`config.mk`:
```
export PLATFORM = sky130hd
export DESIGN_NAME = jt49_noise_sweep
export DESIGN_NICKNAME = d
export VERILOG_FILES = /design/src/rtl/jt49_noise_sweep.sv
export SDC_FILE = /design/constraint.sdc
export NUM_CORES = 1
export LEC_CHECK = 0
export BUFFER_PORTS_ARGS = -buffer_cell sky130_fd_sc_hd__buf_2
export CAP_MARGIN = 20
export CORE_AREA = 2 2 75 77
export CTS_BUF_LIST = sky130_fd_sc_hd__clkbuf_4 sky130_fd_sc_hd__clkbuf_8
export DETAILED_ROUTE_END_ITERATION = 6
export DIE_AREA = 0 0 77 79
export PLACE_DENSITY = 0.82
export SYNTH_ARGS = -nofsm -noshare
export SYNTH_HDL_FRONTEND = slang
export SYNTH_SLANG_ARGS = --single-unit
```
`constraint.sdc`:
```
create_clock -name clk -period 4.59 [get_ports clk]
set_clock_uncertainty 0.2 [all_clocks]
set_input_delay 0.918 -clock clk [delete_from_list [all_inputs] [get_ports clk]]
set_output_delay 0.918 -clock clk [all_outputs]
set_load 0.01 [all_outputs]
```
`src/rtl/jt49_noise_sweep.sv`:
```
// rtl/jt49_noise_sweep.sv - noise period sweep controller for the jt49 PSG noise generator
// Optional macro JT49_SWEEP_PINGPONG_EN: looping sweeps reverse direction instead of reloading the start value.
module jt49_noise_sweep #(
   parameter int RATE_W = 8
) (
   input  logic              clk,
   input  logic              rst,
   input  logic              cen,
   input  logic              start,
   input  logic              stop,
   input  logic [4:0]        cfg_start,
   input  logic [4:0]        cfg_end,
   input  logic [4:0]        cfg_step,
   input  logic [RATE_W-1:0] cfg_rate,
   input  logic              cfg_loop,
   output logic [4:0]        period,
   output logic              wr,
   output logic              busy,
   output logic              done
);

   typedef enum logic [1:0] {
      IDLE = 2'd0,
      RUN  = 2'd1,
      LAST = 2'd2
   } state_t;

   state_t            state, state_n;
   logic [4:0]        period_n;
   logic              wr_n, done_n;
   logic [RATE_W-1:0] cnt, cnt_n;
   logic [4:0]        s_lat, s_lat_n, e_lat, e_lat_n, step_lat, step_lat_n;
   logic [RATE_W-1:0] rate_lat, rate_lat_n;
   logic              loop_lat, loop_lat_n, up, up_n;

   logic [5:0]        sum6, dif6;
   logic [4:0]        stepped;
   logic              expire;

   assign busy   = (state != IDLE);
   assign expire = cen && (cnt == rate_lat);
   assign sum6   = {1'b0, period} + {1'b0, step_lat};
   assign dif6   = {1'b0, period} - {1'b0, step_lat};

   // Next period toward the end point, clamped at the end (this also absorbs wrap past 0 or 31).
   always_comb begin
      stepped = period;
      if (up) begin
         if (sum6 > {1'b0, e_lat}) stepped = e_lat;
         else                      stepped = sum6[4:0];
      end else begin
         if (dif6[5] || (dif6[4:0] < e_lat)) stepped = e_lat;
         else                                stepped = dif6[4:0];
      end
   end

   always_ff @(posedge clk) begin
      if (rst) begin
         state    <= IDLE;
         period   <= 5'd0;
         wr       <= 1'b0;
         done     <= 1'b0;
         cnt      <= '0;
         s_lat    <= 5'd0;
         e_lat    <= 5'd0;
         step_lat <= 5'd0;
         rate_lat <= '0;
         loop_lat <= 1'b0;
         up       <= 1'b1;
      end else begin
         state    <= state_n;
         period   <= period_n;
         wr       <= wr_n;
         done     <= done_n;
         cnt      <= cnt_n;
         s_lat    <= s_lat_n;
         e_lat    <= e_lat_n;
         step_lat <= step_lat_n;
         rate_lat <= rate_lat_n;
         loop_lat <= loop_lat_n;
         up       <= up_n;
      end
   end

   always_comb begin
      state_n    = state;
      period_n   = period;
      wr_n       = 1'b0;
      done_n     = 1'b0;
      cnt_n      = cnt;
      s_lat_n    = s_lat;
      e_lat_n    = e_lat;
      step_lat_n = step_lat;
      rate_lat_n = rate_lat;
      loop_lat_n = loop_lat;
      up_n       = up;

      if (stop && state != IDLE) begin
         state_n = IDLE;
         done_n  = 1'b1;
         cnt_n   = '0;
      end else if (start && !stop) begin
         // Restart from any state; an interrupted sweep gives no done pulse.
         s_lat_n    = cfg_start;
         e_lat_n    = cfg_end;
         step_lat_n = cfg_step;
         rate_lat_n = cfg_rate;
         loop_lat_n = cfg_loop;
         up_n       = (cfg_end >= cfg_start);
         period_n   = cfg_start;
         wr_n       = 1'b1;
         cnt_n      = '0;
         state_n    = (cfg_start == cfg_end) ? LAST : RUN;
      end else if (state != IDLE && cen) begin
         if (!expire) begin
            cnt_n = cnt + RATE_W'(1);
         end else begin
            cnt_n = '0;
            case (state)
               RUN: begin
                  // A zero step never changes the period, so the sweep idles here until stopped.
                  if (stepped != period) begin
                     period_n = stepped;
                     wr_n     = 1'b1;
                  end
                  if (stepped == e_lat) state_n = LAST;
               end
               LAST: begin
                  if (loop_lat) begin
`ifdef JT49_SWEEP_PINGPONG_EN
                     s_lat_n = e_lat;
                     e_lat_n = s_lat;
                     up_n    = !up;
                     state_n = (s_lat == e_lat) ? LAST : RUN;
`else
                     period_n = s_lat;
                     wr_n     = 1'b1;
                     state_n  = (s_lat == e_lat) ? LAST : RUN;
`endif
                  end else begin
                     state_n = IDLE;
                     done_n  = 1'b1;
                  end
               end
               default: state_n = IDLE;
            endcase
         end
      end
   end

endmodule

```
# After elaboration in Yosys (flattened, before gate mapping)
# Cells that the tools add are included.
# word_totals
regBits	42
inputBits	29
out_inout_bits	8
elab_cells	73
# classes
n_addsub	3
magnitude_cmp	3
n_eq_ne	10
muxes	30
bitwise	1
n_reduce_logical	15
# op_table
op	count
$mux 5	8
$eq 5x5->1	3
$mux 2	7
$mux 1	11
$pmux 5 s2	1
$ne 3x3->1 const B	3
$add 8x1->8 const B	1
$eq 8x8->1	1
$mux 8	1
$add 5x5->6	1
$gt 6x5->1	1
$reduce_and 6->1	1
$reduce_bool 2->1	3
$sub 5x5->6	1
$ge 5x5->1	1
$lt 5x5->1	1
$ne 5x5->1	1
$logic_and 1x1->1	4
$pmux 2 s2	1
$reduce_and 3->1	1
$reduce_bool 3->1	1
$reduce_or 3->1	1
$eq 2x1->1 const B	1
$eq 2x2->1 const B	1
6 further kinds	6

# Longest topological paths before layout
# logic_depth
word_depth	11
mapped_depth	17

# Worst setup path before layout
# OpenSTA, ideal clock, no wires.
# synth_path
kind	reg2reg
start	reg period[0]
end	reg period[0]
setup_time_ps	121
arrival_time_ps	3655
setup_slack_ps	614
stages_incl_launch_ff	17
path_buffers	0
period_less_slack_ps	3976
path_cell_list	dfxtp_1 -> ha_1 -> fa_1 -> nand2b_4 -> a2bb2oi_2 -> xnor2_1 -> ha_1 -> o211a_1 -> o31ai_1 -> a21oi_1 -> nand2b_1 -> o221ai_1 -> xnor2_1 -> nand4b_4 -> nor4_4 -> nor2_2 -> mux2_4
# synth_via
elab_chain_cells	10
# synth_lines
item	line	rtl
start: declaration	16	output logic [4:0] period,
start signal: assignment	72	period <= period_n;
$sub 5x5->6	43	assign dif6 = {1'b0, period} - {1'b0, step_lat};
$lt 5x5->1	52	if (dif6[5] || (dif6[4:0] < e_lat)) stepped = e_lat;
$logic_or 1x1->1	52	
$mux 5	52	
$mux 5	48	if (up) begin
$mux 5	122	if (stepped != period) begin
$pmux 5 s2	119	case (state)
$mux 5	115	if (!expire) begin
$mux 5	114	end else if (state != IDLE && cen) begin
$mux 5	102	end else if (start && !stop) begin
# Several ways; a longest one is shown, not always the timed one. The select of a mux whose other input is x is not followed.
# A chain may end at the register's enable or synchronous reset.

# Final worst setup path
# Ends and elaborated chain as after synthesis.

==> out/results.tsv <==
metric	value	unit
drt drc	0	
Final period util	93.7	%
met2 wire len	3480	µm
die height	79	µm
largest net degree at the start of global routing	34	
final hold vios	0	
uppermost routed layer	met4	
Chip Width	77	µm
WL/cell	14.5	µm
CP Cell Sequence	inv_1 > ha_1 > inv_1 > fa_1 > a21o_1 > a21oi_1 > xnor2_1 > ha_1 > nand2_1 > o21a_1 > or2_4 > a221oi_2 > nand2_1 > xor2_1 > nor4_4 > nor2_2 > mux2_4	
hold path startpoint	rate_lat[3]	
Peak VDD IR	242	µV
arrival time worst endpoint	4.28	ns
average size of a mapped cell	7.97	µm²
CTS sink count	42	
worst flop-to-flop path endpoint	period[0]	
unrepaired setup endpoints after global routing	no	
# diodes	0	
crit path capture	period[0]	
worst-path maximum fanout	7	
Iteration-0 DRC Markers	129	
P&R area growth vs syn	9.91	%
Slowest-stage cell, CP	nor4_4	
initial antenna violation count	0	
leakage power	0.00144	µW
WL final	7100	µm
Mapped Area	3110	µm²
Crit path depth	17	
pin slew with the least headroom to its limit	0.754	ns
row count	27	
number of synthesized flops with an enable pin	0	
grt total ovfl	0	
Synth area leaders	dfxtp_1 (27%), ha_1 (11%), nand2_1 (7.9%)	
Slew Viols, Final	0	
routed vias	2778	
clock slew at reported path FFs	0.08	ns
Cell Pwr Density	304	nW/µm²
vias in the first global route	2555	
CTS tree	built	
slowest stage delay, CP	0.43	ns
worst reg2reg startpoint	period[0]	
first-pass GRT wire length	11500	µm
maxcap violations	0	
Period minus WS final	4.30	ns
Critical Path Start Type	flop	
DRT met1 WL	3110	µm
flop2flop setup slack	0.29	ns
syn_nets	449	
Post-synth ARST share	0	%
Setup CP Type	reg -> reg	
Top Ports	37	
Rel. slew slack	49.2	%
most area-hungry cell type in the Yosys netlist	dfxtp_1	
Sum Neg Setup Slack	0	ns
Nets	475	
hold buffer count at cts	0	
vias per inst	5.68	
clk_lat worst skew	0.29	ns
IO buf count	36	
Clock Tree Buf Depth	2	
Synth Flop Type	dfxtp_1	
total CTS buffers	5	
total core area	5340	µm²
dpl hpwl	5610	µm
top cells by count, synth	nand2_1 (65), dfxtp_1 (42), a21oi_1 (38)	
worst path required time	4.56	ns
DRT Pass-1 Iters	5	
pre-CTS setup slack	0.237	ns
Unique masters post-synth	59	
sequential area share after synthesis	27.1	%
status	finished clean	
die area	6080	µm²
Mapped Cells	390	
CP Launch Point	period[0]	
setup ws final	0.287	ns
Initial Util	58.2	%
crit end category	flop	
root buf cell	clkbuf_8	
GP Congestion	0.914	
CTS H-tree depth	2	
routed length on met3	341	µm
Total GRT Usage	23.0	%
fmax	232	MHz
post-cts resize count	0	
post-route ant nets	0	
Syn. warnings	0	
proportion of netlist area held by the largest area contributor	27.1	%
final setup vio count	0	
Synth Register Bits	42	
Hold WC Path Type	reg -> reg	
CP bufs+invs	2	
CP delay by family, top	simple AND/OR/NAND/NOR gates	
share of layout cells above drive strength 1	16.1	%
Register-to-Register Path Depth	17	
most numerous cell in the Yosys netlist	nand2_1	
postcts setup bufs	0	
layer usage:
metal | global-route usage [%] | vias to the layer above
li1 | - | 1396
met1 | 29.1 | 1289
met2 | 41.1 | 79
met3 | 2.27 | 14
met4 | 8.21 | 0
met5 | 0 | -
worst reg2reg max path: stages (launching register included):
cell	delay (ns)
dfxtp_1	0.33
inv_1	0.11
ha_1	0.18
inv_1	0.05
fa_1	0.41
a21o_1	0.18
a21oi_1	0.18
xnor2_1	0.15
ha_1	0.33
nand2_1	0.06
o21a_1	0.23
or2_4	0.31
a221oi_2	0.31
nand2_1	0.11
xor2_1	0.18
nor4_4	0.43
nor2_2	0.12
mux2_4	0.32
kinds of logic after synthesis:
kind of cell	count (synthesis)	share of synthesized area, %
muxes	4	1.45
and+or+nand+nor	142	23.3
DFF	42	27.1
xor gates and xnor gates	35	9.87
adders and majority gates	30	12.6
AOI/OAI and AO/OA	93	20.3
buffers and inverters	44	5.44
layout by cell type, fill, tap and decap left out, types with 6 or more instances in the layout:
master	n
a21oi_1	38
buf_2	36
clkbuf_8	6
dfxtp_1	42
ha_1	28
inv_1	24
nand2_1	65
nand2b_1	8
nand3_1	8
nor2_1	21
nor3_1	7
o21ai_0	13
xnor2_1	16
xor2_1	19
cell type report:
type / instances / area (µm²)
Clock buffer: 6 / 82.6
Fill cell: 500 / 1920
Sequential cell: 42 / 841
Clock inverter: 2 / 12.5
Multi-Input combinational cell: 304 / 2100
Inverter: 25 / 93.8
Timing Repair Buffer: 38 / 195
Tap cell: 72 / 90.1
how the worst min path moves through the flow:
| stage | depth (start not counted) | slack (ns) | endpoint |
|---|---|---|---|
| 5_1_grt | 2 | 0.30 | rate_lat[1] |
| 3_5_place_dp | 2 | 0.27 | rate_lat[5] |
| 4_1_cts | 2 | 0.28 | rate_lat[2] |
| 2_1_floorplan | 2 | 0.25 | rate_lat[0] |
| 3_3_place_gp | 2 | 0.26 | rate_lat[3] |
| 6_report | 2 | 0.27 | rate_lat[3] |
registers in the layout, indices dropped and copies added (netlist names), 2 cells and up:
signal	cells
cnt	8
e_lat	5
period	5
rate_lat	8
s_lat	5
state	2
step_lat	5
report_power, final:
part / switching (µW) / internal, µW
clock: 125 / 121
sequential: 21.3 / 380
combinational: 223 / 169
total: 370 / 670
through the flow:
step	area [µm²]	total power (µW)	instances	hold WS (ns)	utilization (%)
6_report	3410	1040	489	0.275	64.0
5_1_grt	3410	1090	489	0.297	64.0
4_1_cts	3410	1040	489	0.276	64.0
3_5_place_dp	3320	796	481	0.265	62.2
3_3_place_gp	3320	786	481	0.260	62.2
2_1_floorplan	3110	712	390	0.248	-
Note: power is estimated with default switching activity, not from simulation.
